==> src/rtl/uart_tx_arbiter_if.sv <==
// Handshake bundle between the requesters, the UART transmitter port and uart_tx_arbiter.
// master = arbiter side, slave = requester/UART environment side.
interface uart_tx_arbiter_if #(
  parameter int NUM_REQ = 4
);
  logic [NUM_REQ-1:0]   req_valid;
  logic [NUM_REQ*8-1:0] req_data;
  logic [NUM_REQ-1:0]   req_last;
  logic [NUM_REQ-1:0]   req_ready;
  logic                 tx_start;
  logic [7:0]           tx_data;
  logic                 tx_busy;

  modport master (
    input  req_valid, req_data, req_last, tx_busy,
    output req_ready, tx_start, tx_data
  );

  modport slave (
    output req_valid, req_data, req_last, tx_busy,
    input  req_ready, tx_start, tx_data
  );
endinterface

==> src/rtl/uart_tx_arbiter.sv <==
// Round-robin, packet-granular arbiter sharing one byte-wide UART transmitter among NUM_REQ requesters.
// Optional header byte {4'hA, grant_id} before each packet when UART_ARB_HEADER_EN is defined.
module uart_tx_arbiter #(
  parameter int NUM_REQ        = 4,
  parameter int TIMEOUT_CYCLES = 1000000
) (
  input  logic                       clk,
  input  logic                       rst_n,
  uart_tx_arbiter_if.master          bus,
  output logic                       grant_active,
  output logic [$clog2(NUM_REQ)-1:0] grant_id,
  output logic                       timeout_err
);
  // state     | meaning
  // IDLE      | no packet in progress, scanning requests from ptr
  // HDR       | offering the header byte to the UART (header builds only)
  // LOAD      | offering the granted requester's byte to the UART
  // WAIT_BUSY | byte started, waiting for tx_busy to rise
  // WAIT_DONE | waiting for tx_busy to fall, then next byte or release

  localparam int GW = $clog2(NUM_REQ);
  localparam int TW = $clog2(TIMEOUT_CYCLES + 1);
  localparam logic [GW-1:0] LAST_ID = GW'(NUM_REQ - 1);
  localparam logic [TW-1:0] TMO_MAX = TW'(TIMEOUT_CYCLES);
  localparam logic [TW-1:0] TMO_HIT = TW'(TIMEOUT_CYCLES - 1);

  typedef enum logic [2:0] {
    ST_IDLE      = 3'd0,
`ifdef UART_ARB_HEADER_EN
    ST_HDR       = 3'd1,
`endif
    ST_LOAD      = 3'd2,
    ST_WAIT_BUSY = 3'd3,
    ST_WAIT_DONE = 3'd4
  } state_t;

  state_t          state, state_nxt;
  logic [GW-1:0]   ptr;
  logic [GW-1:0]   next_id;
  logic            last_q;
  logic [TW-1:0]   tmo_cnt;

  logic [NUM_REQ-1:0] rot;
  logic               scan_hit;
  logic [GW-1:0]      scan_off;
  logic [GW:0]        scan_sum;
  logic [GW-1:0]      scan_id;

  logic       sel_valid;
  logic       sel_last;
  logic [7:0] sel_data;
  logic       accept;
  logic       timeout_hit;
  logic       pkt_done;

  // Rotate so that bit k is requester (ptr+k) mod NUM_REQ; first set bit wins.
  assign rot = NUM_REQ'({bus.req_valid, bus.req_valid} >> ptr);

  always_comb begin
    scan_hit = 1'b0;
    scan_off = '0;
    for (int k = NUM_REQ - 1; k >= 0; k--) begin
      if (rot[k]) begin
        scan_hit = 1'b1;
        scan_off = GW'(k);
      end
    end
  end

  assign scan_sum = {1'b0, ptr} + {1'b0, scan_off};
  assign scan_id  = (scan_sum >= (GW+1)'(NUM_REQ)) ? GW'(scan_sum - (GW+1)'(NUM_REQ))
                                                   : GW'(scan_sum);

  always_comb begin
    sel_valid = 1'b0;
    sel_last  = 1'b0;
    sel_data  = 8'h00;
    for (int i = 0; i < NUM_REQ; i++) begin
      if (grant_id == GW'(i)) begin
        sel_valid = bus.req_valid[i];
        sel_last  = bus.req_last[i];
        sel_data  = bus.req_data[8*i +: 8];
      end
    end
  end

  assign next_id     = (grant_id == LAST_ID) ? '0 : grant_id + 1'b1;
  assign accept      = (state == ST_LOAD) && sel_valid && !bus.tx_busy;
  // A byte offered on the terminal cycle is accepted instead of timing out.
  assign timeout_hit = (state == ST_LOAD) && !sel_valid && (tmo_cnt >= TMO_HIT);
  assign pkt_done    = (state == ST_WAIT_DONE) && !bus.tx_busy && last_q;

  always_ff @(posedge clk or negedge rst_n) begin
    if (!rst_n) state <= ST_IDLE;
    else        state <= state_nxt;
  end

  always_comb begin
    state_nxt = state;
    case (state)
      ST_IDLE: begin
        if (scan_hit) begin
`ifdef UART_ARB_HEADER_EN
          state_nxt = ST_HDR;
`else
          state_nxt = ST_LOAD;
`endif
        end
      end
`ifdef UART_ARB_HEADER_EN
      ST_HDR:       if (!bus.tx_busy) state_nxt = ST_WAIT_BUSY;
`endif
      ST_LOAD: begin
        if (accept)           state_nxt = ST_WAIT_BUSY;
        else if (timeout_hit) state_nxt = ST_IDLE;
      end
      ST_WAIT_BUSY: if (bus.tx_busy) state_nxt = ST_WAIT_DONE;
      ST_WAIT_DONE: if (!bus.tx_busy) state_nxt = last_q ? ST_IDLE : ST_LOAD;
      default:      state_nxt = ST_IDLE;
    endcase
  end

  always_comb begin
    bus.tx_start  = 1'b0;
    bus.tx_data   = 8'h00;
    bus.req_ready = '0;
    case (state)
      ST_LOAD: begin
        if (accept) begin
          bus.tx_start  = 1'b1;
          bus.tx_data   = sel_data;
          bus.req_ready = NUM_REQ'(1) << grant_id;
        end
      end
`ifdef UART_ARB_HEADER_EN
      ST_HDR: begin
        if (!bus.tx_busy) begin
          bus.tx_start = 1'b1;
          bus.tx_data  = {4'hA, 4'(grant_id)};
        end
      end
`endif
      default: ;
    endcase
  end

  assign grant_active = (state != ST_IDLE);

  // last_q starts each packet cleared so a header byte always returns to LOAD.
  always_ff @(posedge clk or negedge rst_n) begin
    if (!rst_n) begin
      ptr         <= '0;
      grant_id    <= '0;
      last_q      <= 1'b0;
      tmo_cnt     <= '0;
      timeout_err <= 1'b0;
    end else begin
      timeout_err <= timeout_hit;
      if (state == ST_IDLE && scan_hit) begin
        grant_id <= scan_id;
        last_q   <= 1'b0;
      end else if (accept) begin
        last_q <= sel_last;
      end
      if (pkt_done || timeout_hit) ptr <= next_id;
      if (state != ST_LOAD || accept)          tmo_cnt <= '0;
      else if (!sel_valid && tmo_cnt != TMO_MAX) tmo_cnt <= tmo_cnt + 1'b1;
    end
  end
endmodule

==> src/flat_wrapper.sv <==
// flat-port wrapper written by rule: the top's interface ports become plain ports
module uart_tx_arbiter_flat 
#(
  parameter int NUM_REQ        = 4,
  parameter int TIMEOUT_CYCLES = 1000000
)
  (clk, rst_n, grant_active, grant_id, timeout_err, bus_req_valid, bus_req_data, bus_req_last, bus_tx_busy, bus_req_ready, bus_tx_start, bus_tx_data);
  uart_tx_arbiter_if #(.NUM_REQ(NUM_REQ)) bus_i ();
  input  logic clk;
  input  logic rst_n;
  output logic grant_active;
  output logic [$clog2(NUM_REQ)-1:0] grant_id;
  output logic timeout_err;
  input wire logic [$bits(bus_i.req_valid)-1:0] bus_req_valid;
  input wire logic [$bits(bus_i.req_data)-1:0] bus_req_data;
  input wire logic [$bits(bus_i.req_last)-1:0] bus_req_last;
  input wire logic [$bits(bus_i.tx_busy)-1:0] bus_tx_busy;
  output wire logic [$bits(bus_i.req_ready)-1:0] bus_req_ready;
  output wire logic [$bits(bus_i.tx_start)-1:0] bus_tx_start;
  output wire logic [$bits(bus_i.tx_data)-1:0] bus_tx_data;
  assign bus_i.req_valid = bus_req_valid;
  assign bus_i.req_data = bus_req_data;
  assign bus_i.req_last = bus_req_last;
  assign bus_i.tx_busy = bus_tx_busy;
  assign bus_req_ready = bus_i.req_ready;
  assign bus_tx_start = bus_i.tx_start;
  assign bus_tx_data = bus_i.tx_data;
  uart_tx_arbiter #(.NUM_REQ(NUM_REQ), .TIMEOUT_CYCLES(TIMEOUT_CYCLES)) u_core (.clk(clk), .rst_n(rst_n), .bus(bus_i), .grant_active(grant_active), .grant_id(grant_id), .timeout_err(timeout_err));
endmodule
==> config.mk <==
export PLATFORM = sky130hd
export DESIGN_NAME = uart_tx_arbiter_flat
export DESIGN_NICKNAME = d
export VERILOG_FILES = /design/src/rtl/uart_tx_arbiter_if.sv /design/src/rtl/uart_tx_arbiter.sv /design/src/flat_wrapper.sv
export SDC_FILE = /design/constraint.sdc
export NUM_CORES = 1
export LEC_CHECK = 0
export CAP_MARGIN = 20
export CORE_ASPECT_RATIO = 1.25
export CORE_UTILIZATION = 33
export DETAILED_ROUTE_END_ITERATION = 12
export PLACE_DENSITY = 0.67
export SYNTH_ARGS = -nofsm -noshare
export SYNTH_HDL_FRONTEND = slang
export SYNTH_SLANG_ARGS = --single-unit
==> constraint.sdc <==
create_clock -name clk -period 2.9 [get_ports clk]
set_input_delay 0.725 -clock clk [delete_from_list [all_inputs] [get_ports clk]]
set_output_delay 0.725 -clock clk [all_outputs]
set_load 0.02 [all_outputs]
==> flow_summary_export.csv, run 1 <==
group,metric,value,unit
placed_design,gp_congestion,0.799,
synth,yosysTopAreaCellShare,33.6,%
grt,grt_pass1_vias,2173,
floorplan,dieHeight,92.4,um
worst_setup_path,cp_slowest_cell,"dfrtp_2",
synth,ys_async_sr_fraction,100,%
floorplan,initial_utilization,34.5,%
final_layout,finalNetCount,393,
pwr,powerDensity,770,nW/um^2
timing,worst_slack,118,ps
placed_design,hpwlAfterDp,4.50,mm
detailed_routing,vias,2303,
timing,rsz0062_at_grt,"no",
synth,synth_edf_count,0,
timing,whs,551,ps
synth,ys_warn_count,0,
timing,max_freq,0.359,GHz
timing,clock_skew,5.19,ps
synth,synth_nets,313,
final_layout,drive_gt1_share,19.5,%
synth,ys_ff_latch,29,
cts,htree_levels,2,
cts,cts.clk_slew.worst_paths,60,ps
timing,period_minus_slack,2780,ps
final_layout,antenna_cells,0,
cts,cts_buffers,5,
placed_design,place_ws,-627,ps
worst_setup_path,crit_chain,"inv_1 > ha_1 > nor2b_1 > o21ai_2 > nand2_1 > or3_4 > buf_6 > nor2_1 > buf_4",
final_layout,fin_util,49.1,%
synth,syn_area,2160,um^2
worst_setup_path,crit_buf_inv,3,
worst_setup_path,worstSetupEndpointType,"output port",
synth,syn_inst,263,
synth,synthTopCellsByArea,"dfrtp_1, a21oi_1, nor2_1",
detailed_routing,wirelength,6.01,mm
detailed_routing,wl_per_cell,14.0,um
run_status,status,"completed",
floorplan,die_width,74.3,um
worst_setup_path,crit_arrival,2060,ps
worst_setup_path,worstPathRequired,2170,ps
timing,fin_crit_sh,95.9,%
worst_setup_path,cp.depth,9,
detailed_routing,drt_iter0_drc,67,
worst_setup_path,r2r_cells,9,
detailed_routing,via_per_inst,5.37,
timing,slew_headroom,67.1,%
cts,clk_latency,270,ps
pwr,irDropWorstVdd,0.000542,V
pwr,p_leak,1.24,nW
synth,synth_cell_types,47,
timing,setup_violations,0,
grt,grtUsageTotal,17.8,%
min_path,whs_path_depth,2,
cts,cts_root_buf,"clkbuf_8",
synth,postSynthAreaPerCell,8.20,um^2
floorplan,die_area,6870,um^2
synth,synthFlopType,"dfrtp_1",
grt,grt_start_max_net_pins,30,
grt,grt_pass1_wl,9.66,mm
detailed_routing,first_pass_iters,5,
placed_design,portBuffers,59,
synth,synthTopCellsByCount,"dfrtp_1, a21oi_1, nor2_1",
floorplan,io_pins,60,
worst_setup_path,cp_top_family,"simple AND/OR/NAND/NOR gates",
worst_setup_path,crit_type,"reg2out",
final_layout,syn_to_final_growth,42.1,%
worst_setup_path,start_kind,"flop",
synth,synth_top_area_cell,"dfrtp_1",
cts,ctsHoldBuffers,0,
timing,slew_violations,0,
detailed_routing,remaining_drc_errors,0,
timing,hold_viol_final,0,
cts,numClockSinks,29,
floorplan,core_area,6250,um^2
timing,tns,0,ps
grt,grt_antenna_before_repair,0,
run,drv_cap,0,
synth,seq_area_frac_synth,33.6,%
synth,synth_most_common_cell,"dfrtp_1",
worst_setup_path,critPathMaxFanout,5,
cts,clockBufferDepth,2,
min_path,hold_class,"reg2reg",
worst_setup_path,critical-path-max-stage-delay,380,ps
timing,tightestPinTransition,492,ps
floorplan,rows,32,
cts,cts_tree,"done",
grt,grt_remaining_overflow,0,
detailed_routing,drt.antenna.violating_nets,0,
[report_power, final]
group	leakage (nW)	internal, W	switching, W	total [W]
sequential	0.391	0.000466	0.0000619	0.000528
combinational	0.807	0.000707	0.000817	0.00152
clock	0.0450	0.000166	0.000141	0.000307
total	1.24	0.00134	0.00102	0.00236
[worst register-to-register path, delay by kind of cell, from the launching register on]
| family | cells | cell delay [ps] |
|---|---|---|
| AOI/OAI and AO/OA | 4 | 880 |
| buffers and inverters | 3 | 430 |
| DFF | 1 | 420 |
| muxes | 1 | 370 |
| adders and majority gates | 1 | 220 |
[cells by family after synthesis]
family          count (synthesis)  share of synthesized area, %
compound gates                 71                          21.8
xor+xnor                        5                          2.03
fa+ha+maj                       7                          4.06
buf+inv                        24                          5.10
flops                          29                          33.6
mux                             5                          2.55
simple gates                  122                          30.9
[stage by stage]
stage / cell area (um^2) / power, W / instances
after floorplan: 2160 / 0.00146 / 263
after global placement: 2970 / 0.00200 / 418
after detailed placement: 2970 / 0.00201 / 418
after CTS: 3040 / 0.00235 / 427
after global routing: 3060 / 0.00254 / 429
final: 3060 / 0.00236 / 429
[placed cells by master (no fill, tap or decap), drive strengths merged, types with 8 or more instances in the layout]
cell           instances
nor3                  12
nand2                 22
buf                   40
o31ai                  8
inv                    9
nor2b                 13
and2                   8
a221oi                 9
nor2                  24
o21ai                 13
a21oi                 24
dfrtp                 29
or4                   12
clkdlybuf4s50         42
[metal layers]
metal / GRT usage, % / vias to the layer above / part of all wire, %
met5: 0 / - / 0
met4: 4.72 / 0 / 0.75
met3: 4.03 / 5 / 8.5
met2: 32.8 / 68 / 50
met1: 20.0 / 1094 / 41
li1: - / 1136 / -
[worst paths after layout]
path | from | endpoint | slack [ps]
setup reg to reg | u_core.grant_id[0]$_DFFE_PN0P_ | u_core.ptr[1]$_DFFE_PN0P_ | 470
min in group asynchronous | rst_n | u_core.tmo_cnt[4]$_DFFE_PN0P_ | 830
hold / removal | u_core.grant_id[1]$_DFFE_PN0P_ | u_core.grant_id[1]$_DFFE_PN0P_ | 550
setup / recovery | u_core.grant_id[0]$_DFFE_PN0P_ | bus_tx_data[6] | 120
max in group asynchronous | rst_n | u_core.grant_id[1]$_DFFE_PN0P_ | 1770
hold reg to reg | u_core.grant_id[1]$_DFFE_PN0P_ | u_core.grant_id[1]$_DFFE_PN0P_ | 550
[sequential cells by signal, indices dropped and copies added, names as in the netlist]
register / cells
u_core.ptr: 2
u_core.timeout_err: 1
u_core.tmo_cnt: 20
u_core.grant_id: 2
u_core.last_q: 1
u_core.state: 3
[area by class of cell]
class	instances	area, um^2
Clock buffer	6	72.6
Clock inverter	2	10.0
Fill cell	630	3180
Inverter	10	38.8
Multi-Input combinational cell	210	1340
Sequential cell	29	728
Tap cell	85	106
Timing Repair Buffer	87	764
[repair_timing]
item	CTS	global route
pin swaps	4	2
setup endpoints to repair	13	13
resized for setup	69	5
buffers inserted	1	2
Note: power is estimated with default switching activity, not from simulation.
==> inputs of run 2 (changes only) <==
--- a/config.mk
+++ b/config.mk
@@ -10,6 +10,7 @@
 export CORE_UTILIZATION = 33
 export DETAILED_ROUTE_END_ITERATION = 12
 export PLACE_DENSITY = 0.67
+export SETUP_SLACK_MARGIN = 0.1
 export SYNTH_ARGS = -nofsm -noshare
 export SYNTH_HDL_FRONTEND = slang
 export SYNTH_SLANG_ARGS = --single-unit
==> run 2 against run 1 <==
- register-to-register slack worse by 70 ps
- sequential cell count unchanged
- utilization up 4.1 points
- first-iteration DRC count increased by 33%
- final area grew 8.4%
- largest cell class unchanged
==> flow_summary_export.csv, run 2 (synthesis results as in run 1) <==
group,metric,value,unit
run_status,status,"completed",
timing,slew_headroom,66.4,%
placed_design,portBuffers,59,
cts,cts_tree,"done",
floorplan,die_width,74.3,um
final_layout,reg.largest.list,"u_core.tmo_cnt (20), u_core.state (3)",
cts,clockBufferDepth,2,
floorplan,rows,32,
grt,grt_remaining_overflow,0,
pwr,irDropWorstVdd,0.000367,V
cts,clk_latency,290,ps
timing,tightestPinTransition,503,ps
final_layout,largest_reg_flops,20,
final_layout,final_cell_mix,"clkdlybuf4s50_1, buf_4, dfrtp_1, a21oi_1, nand2_1",
final_layout,drive_gt1_share,25.4,%
worst_setup_path,worstPathRequired,2170,ps
detailed_routing,drt.antenna.violating_nets,0,
pwr,powerDensity,828,nW/um^2
detailed_routing,wirelength,6.48,mm
timing,fin_crit_sh,96.7,%
grt,grtUsageTotal,19.1,%
detailed_routing,wl_per_cell,14.9,um
grt,grt_antenna_before_repair,0,
detailed_routing,vias,2354,
timing,max_freq,0.357,GHz
run,drv_cap,0,
timing,rsz0062_at_grt,"yes",
worst_setup_path,crit_type,"reg2out",
final_layout,largest-register,"u_core.tmo_cnt",
min_path,hold_class,"reg2reg",
final_layout,fin_util,53.2,%
timing,whs,562,ps
final_layout,final_common_cell,"clkdlybuf4s50_1",
detailed_routing,remaining_drc_errors,0,
floorplan,die_area,6870,um^2
cts,numClockSinks,29,
placed_design,hpwlAfterDp,4.59,mm
timing,clock_skew,5.03,ps
worst_setup_path,critPathMaxFanout,7,
detailed_routing,first_pass_iters,4,
floorplan,initial_utilization,34.5,%
cts,ctsHoldBuffers,0,
worst_setup_path,crit_arrival,2080,ps
detailed_routing,via_per_inst,5.41,
cts,cts_buffers,5,
worst_setup_path,start_kind,"flop",
pwr,p_leak,1.31,nW
cts,cts.clk_slew.worst_paths,60,ps
timing,setup_violations,0,
floorplan,dieHeight,92.4,um
grt,grt_pass1_wl,10.2,mm
timing,hold_viol_final,0,
cts,htree_levels,2,
detailed_routing,drt_iter0_drc,89,
grt,grt_start_max_net_pins,30,
final_layout,syn_to_final_growth,54.0,%
floorplan,core_area,6250,um^2
final_layout,finalNetCount,400,
final_layout,antenna_cells,0,
pwr,finalPower,0.00275,W
floorplan,io_pins,60,
grt,grt_pass1_vias,2257,
timing,period_minus_slack,2800,ps
worst_setup_path,worstSetupEndpointType,"output port",
cts,cts_root_buf,"clkbuf_8",
placed_design,gp_congestion,0.766,
timing,slew_violations,0,
[run 2: path summary, 6_finish.rpt]
check / start / to / slack, ps / depth (start not counted)
worst max-delay path: u_core.grant_id[1]$_DFFE_PN0P_ / bus_tx_data[5] / 100 / 8
worst min-delay path: u_core.tmo_cnt[17]$_DFFE_PN0P_ / u_core.tmo_cnt[17]$_DFFE_PN0P_ / 560 / 2
max in group asynchronous: rst_n / u_core.grant_id[1]$_DFFE_PN0P_ / 1780 / 2
worst max register to register: u_core.grant_id[1]$_DFFE_PN0P_ / u_core.ptr[1]$_DFFE_PN0P_ / 400 / 9
worst min register to register: u_core.tmo_cnt[17]$_DFFE_PN0P_ / u_core.tmo_cnt[17]$_DFFE_PN0P_ / 560 / 2
min in group asynchronous: rst_n / u_core.tmo_cnt[5]$_DFFE_PN0P_ / 830 / 2
[run 2: per-layer routing]
layer | GRT usage (%) | share of wire [%] | up-vias
li1 | - | - | 1152
met4 | 4.40 | 0.76 | 0
met2 | 34.9 | 52 | 75
met1 | 21.7 | 40 | 1123
met3 | 4.68 | 7.9 | 4
met5 | 0 | 0 | -
[run 2: power by group]
part / switching, W / internal [W] / total [W]
clock: 0.000144 / 0.000188 / 0.000332
sequential: 0.0000730 / 0.000466 / 0.000539
combinational: 0.000985 / 0.000896 / 0.00188
total: 0.00120 / 0.00155 / 0.00275
[run 2: through the flow]
stage	setup slack [ps]	cell area, um^2	TNS, ps	cells
floorplan	104	2160	0	263
global placement	-549	2990	-6670	421
detailed placement	-653	2990	-7320	421
CTS	103	3220	0	432
global route	41.5	3320	0	435
finish	97.0	3320	0	435
[run 2: final cells by class]
class	instances	area, um^2
Fill cell	589	2920
Multi-Input combinational cell	210	1480
Timing Repair Buffer	94	878
Sequential cell	29	728
Tap cell	85	106
Clock buffer	7	86.3
Inverter	10	42.5
[run 2: repair_timing]
| item | CTS | global route |
|---|---|---|
| resized for setup | 105 | 21 |
| buffers inserted | 4 | 3 |
| pin swaps | 12 | 7 |
| endpoints found under the setup margin | 13 | 13 |
[run 2: critical path, stage by stage, from the launching register on]
cell and delay [ps]:
dfrtp_2 480, ha_4 200, nor2b_4 120, o21ai_2 150, nand2_2 90, or3_4 380, buf_12 170, nor2_4 90
buf_6 120
==> inputs of run 3 (changes only) <==
--- a/config.mk
+++ b/config.mk
@@ -5,11 +5,13 @@
 export SDC_FILE = /design/constraint.sdc
 export NUM_CORES = 1
 export LEC_CHECK = 0
+export ABC_AREA = 1
 export CAP_MARGIN = 20
 export CORE_ASPECT_RATIO = 1.25
-export CORE_UTILIZATION = 33
+export CORE_MARGIN = 5
+export CORE_UTILIZATION = 50
 export DETAILED_ROUTE_END_ITERATION = 12
-export PLACE_DENSITY = 0.67
+export PLACE_DENSITY = 0.89
 export SETUP_SLACK_MARGIN = 0.1
 export SYNTH_ARGS = -nofsm -noshare
 export SYNTH_HDL_FRONTEND = slang
==> run 3 against run 2 <==
- wire length rose by 20%
- count of clock-buffer cells in the layout did not move
- critical endpoint is now bus_tx_data[4]
- fmax rose by 2.7%
- critical path type is now in2out
- non-clock buffer count fell by 1
- highest routed layer unchanged
==> flow_summary_export.csv, run 3 <==
group,metric,value,unit
grt,grt_start_max_net_pins,30,
synth,synth_top_family_by_area,"simple AND/OR/NAND/NOR gates",
synth,syn_area,2380,um^2
synth,ys_ff_latch,29,
final_layout,finalNonFillerCells,528,
placed_design,dp.cells,511,
pwr,finalPower,0.00241,W
synth,synth_cell_types,25,
synth,synth_simple_gate_area_share,40.7,%
final_layout,antenna_cells,0,
synth,syn_inst,377,
run_status,status,"completed",
final_layout,stdcell_area,3380,um^2
detailed_routing,first_pass_iters,5,
pwr,p_sw_share,47.2,%
final_layout,final_cell_mix,"nand2_1, nor2_1, clkdlybuf4s50_1, inv_1, nand3_1",
synth,synth_top_area_cell,"dfrtp_1",
final_layout,finalNetCount,518,
cts,htree_levels,2,
timing,setup_violations,0,
placed_design,hpwlAfterDp,5.67,mm
grt,grt_remaining_overflow,0,
detailed_routing,vias,2894,
timing,max_freq,0.366,GHz
worst_setup_path,worstPathRequired,2170,ps
floorplan,die_area,6240,um^2
worst_setup_path,critPathMaxFanout,6,
pwr,internal-power,0.00127,W
floorplan,io_pins,60,
cts,cts_root_buf,"clkbuf_8",
detailed_routing,wirelength,7.75,mm
cts,cts_tree,"done",
synth,ys_async_sr_fraction,100,%
floorplan,die_width,71.7,um
detailed_routing,drt_iter0_drc,164,
synth,synth_edf_count,0,
timing,slew_violations,0,
run,drv_cap,0,
worst_setup_path,worstSetupEndpointType,"output port",
placed_design,gp_congestion,1.06,
floorplan,core_area,4660,um^2
pwr,irDropWorstVdd,0.000531,V
final_layout,nFillCells,359,
placed_design,placed_cell_area,3170,um^2
timing,fin_crit_sh,94.1,%
cts,cts_buffers,5,
cts,cts.clk_slew.worst_paths,50,ps
worst_setup_path,r2r_start,"u_core.grant_id[1]$_DFFE_PN0P_",
min_path,min-delay-start,"u_core.state[1]$_DFFE_PN0P_",
grt,grt_pass1_vias,2766,
grt,grt_antenna_before_repair,0,
final_layout,drive_gt1_share,16.0,%
synth,synth_xor_area_share,3.68,%
final_layout,largest-register,"u_core.tmo_cnt",
final_layout,final_common_cell,"nand2_1",
detailed_routing,drt.antenna.violating_nets,0,
synth,synthTopCellsByCount,"nand2_1, nor2_1, inv_1",
pwr,pwr-share-comb,65.0,%
floorplan,initial_utilization,51.0,%
synth,postSynthAreaPerCell,6.31,um^2
synth,yosys.area_share.adder,3.68,%
final_layout,largest_reg_flops,20,
pwr,p_leak,1.66,nW
cts,clk_latency,280,ps
timing,clock_skew,8.57,ps
synth,seq_area_frac_synth,30.5,%
floorplan,rows,28,
final_layout,syn_to_final_growth,42.1,%
synth,synthMuxAreaShare,0,%
synth,synth_compound_area_share,12.6,%
worst_setup_path,crit_arrival,2000,ps
synth,synthTopCellsByArea,"dfrtp_1, nand2_1, nor2_1",
final_layout,reg.largest.list,"u_core.tmo_cnt (20), u_core.state (3)",
synth,yosysTopAreaCellShare,30.5,%
detailed_routing,remaining_drc_errors,0,
timing,hold_viol_final,0,
pwr,seq_power_share,21.3,%
worst_setup_path,crit_type,"in2out",
min_path,hold_class,"reg2reg",
timing,period_minus_slack,2730,ps
cts,numClockSinks,29,
timing,tightestPinTransition,594,ps
pwr,p_clk_share,13.7,%
placed_design,portBuffers,59,
cts,clockBufferDepth,2,
grt,grtUsageTotal,25.0,%
synth,synth_nets,427,
pwr,switchingPower,0.00114,W
pwr,powerDensity,713,nW/um^2
synth,synthFlopType,"dfrtp_1",
worst_setup_path,start_kind,"primary input",
detailed_routing,via_per_inst,5.48,
detailed_routing,wl_per_cell,14.7,um
grt,grt_pass1_wl,12.5,mm
timing,rsz0062_at_grt,"no",
synth,ys_warn_count,0,
timing,slew_headroom,60.1,%
worst_setup_path,worstSetupStartpoint,"bus_req_valid[3]",
floorplan,dieHeight,87.1,um
synth,synth_most_common_cell,"nand2_1",
## run 3: worst paths after layout
check	end	slack, ps	depth (start not counted)
min in group asynchronous	u_core.tmo_cnt[3]$_DFFE_PN0P_	820	2
worst max register to register	u_core.tmo_cnt[7]$_DFFE_PN0P_	460	15
max in group asynchronous	u_core.state[0]$_DFFE_PN0P_	1810	2
worst max-delay path	bus_tx_data[4]	170	7
worst min-delay path	u_core.state[1]$_DFFE_PN0P_	530	2
worst min register to register	u_core.state[1]$_DFFE_PN0P_	530	2
## run 3: layer usage
metal / GRT usage [%] / vias to the layer above / wire, um
met5: 0 / - / 0
met4: 8.72 / 0 / 183
met3: 4.50 / 17 / 614
met2: 48.0 / 133 / 4020
met1: 26.9 / 1336 / 2930
li1: - / 1408 / -
## run 3: stage by stage
stage / setup WS (ps) / util, % / TNS, ps / hold WS, ps
5_1_grt: 94.3 / 72.5 / 0 / 558
6_report: 171 / 72.5 / 0 / 527
4_1_cts: 127 / 70.5 / 0 / 531
3_5_place_dp: -483 / 68.1 / -5300 / 517
2_1_floorplan: 34.4 / - / 0 / 429
3_3_place_gp: -372 / 68.1 / -4180 / 509
## run 3: cells by family after synthesis
family                     after synthesis
AOI/OAI and AO/OA                       50
xor gates and xnor gates                10
adders and majority gates                7
buffers and inverters                   52
DFF                                     29
and+or+nand+nor                        229
## run 3: worst max-delay path, cell delays in order
cell and delay, ps:
clkdlybuf4s50_1 480, nand2_1 70, nand2_2 100, nand3_4 90, buf_6 160, a211oi_2 200, buf_4 170
## run 3: power by group through the flow
| stage | registers (W) | clock network (W) | logic, W |
|---|---|---|---|
| 2_1_floorplan | 0.000522 | 0 | 0.000821 |
| 5_1_grt | 0.000521 | 0.000363 | 0.00170 |
| 4_1_cts | 0.000513 | 0.000334 | 0.00141 |
| 3_5_place_dp | 0.000520 | 0 | 0.00135 |
| 3_3_place_gp | 0.000516 | 0 | 0.00133 |
| 6_report | 0.000513 | 0.000329 | 0.00157 |
## run 3: cell type report
type / instances / area [um^2] / share of cell area, %
Timing Repair Buffer: 93 / 811 / 24.0
Inverter: 43 / 165 / 4.89
Multi-Input combinational cell: 296 / 1510 / 44.8
Clock buffer: 7 / 86.3 / 2.56
Tap cell: 60 / 75.1 / 2.22
Sequential cell: 29 / 726 / 21.5
## run 3: timing repair
action                     CTS  global route
pin swaps                    2             2
setup buffers                1             8
resized for setup           72            11
hold buffers                 0             0
gates cloned                 1             0
setup endpoints to repair   13            13
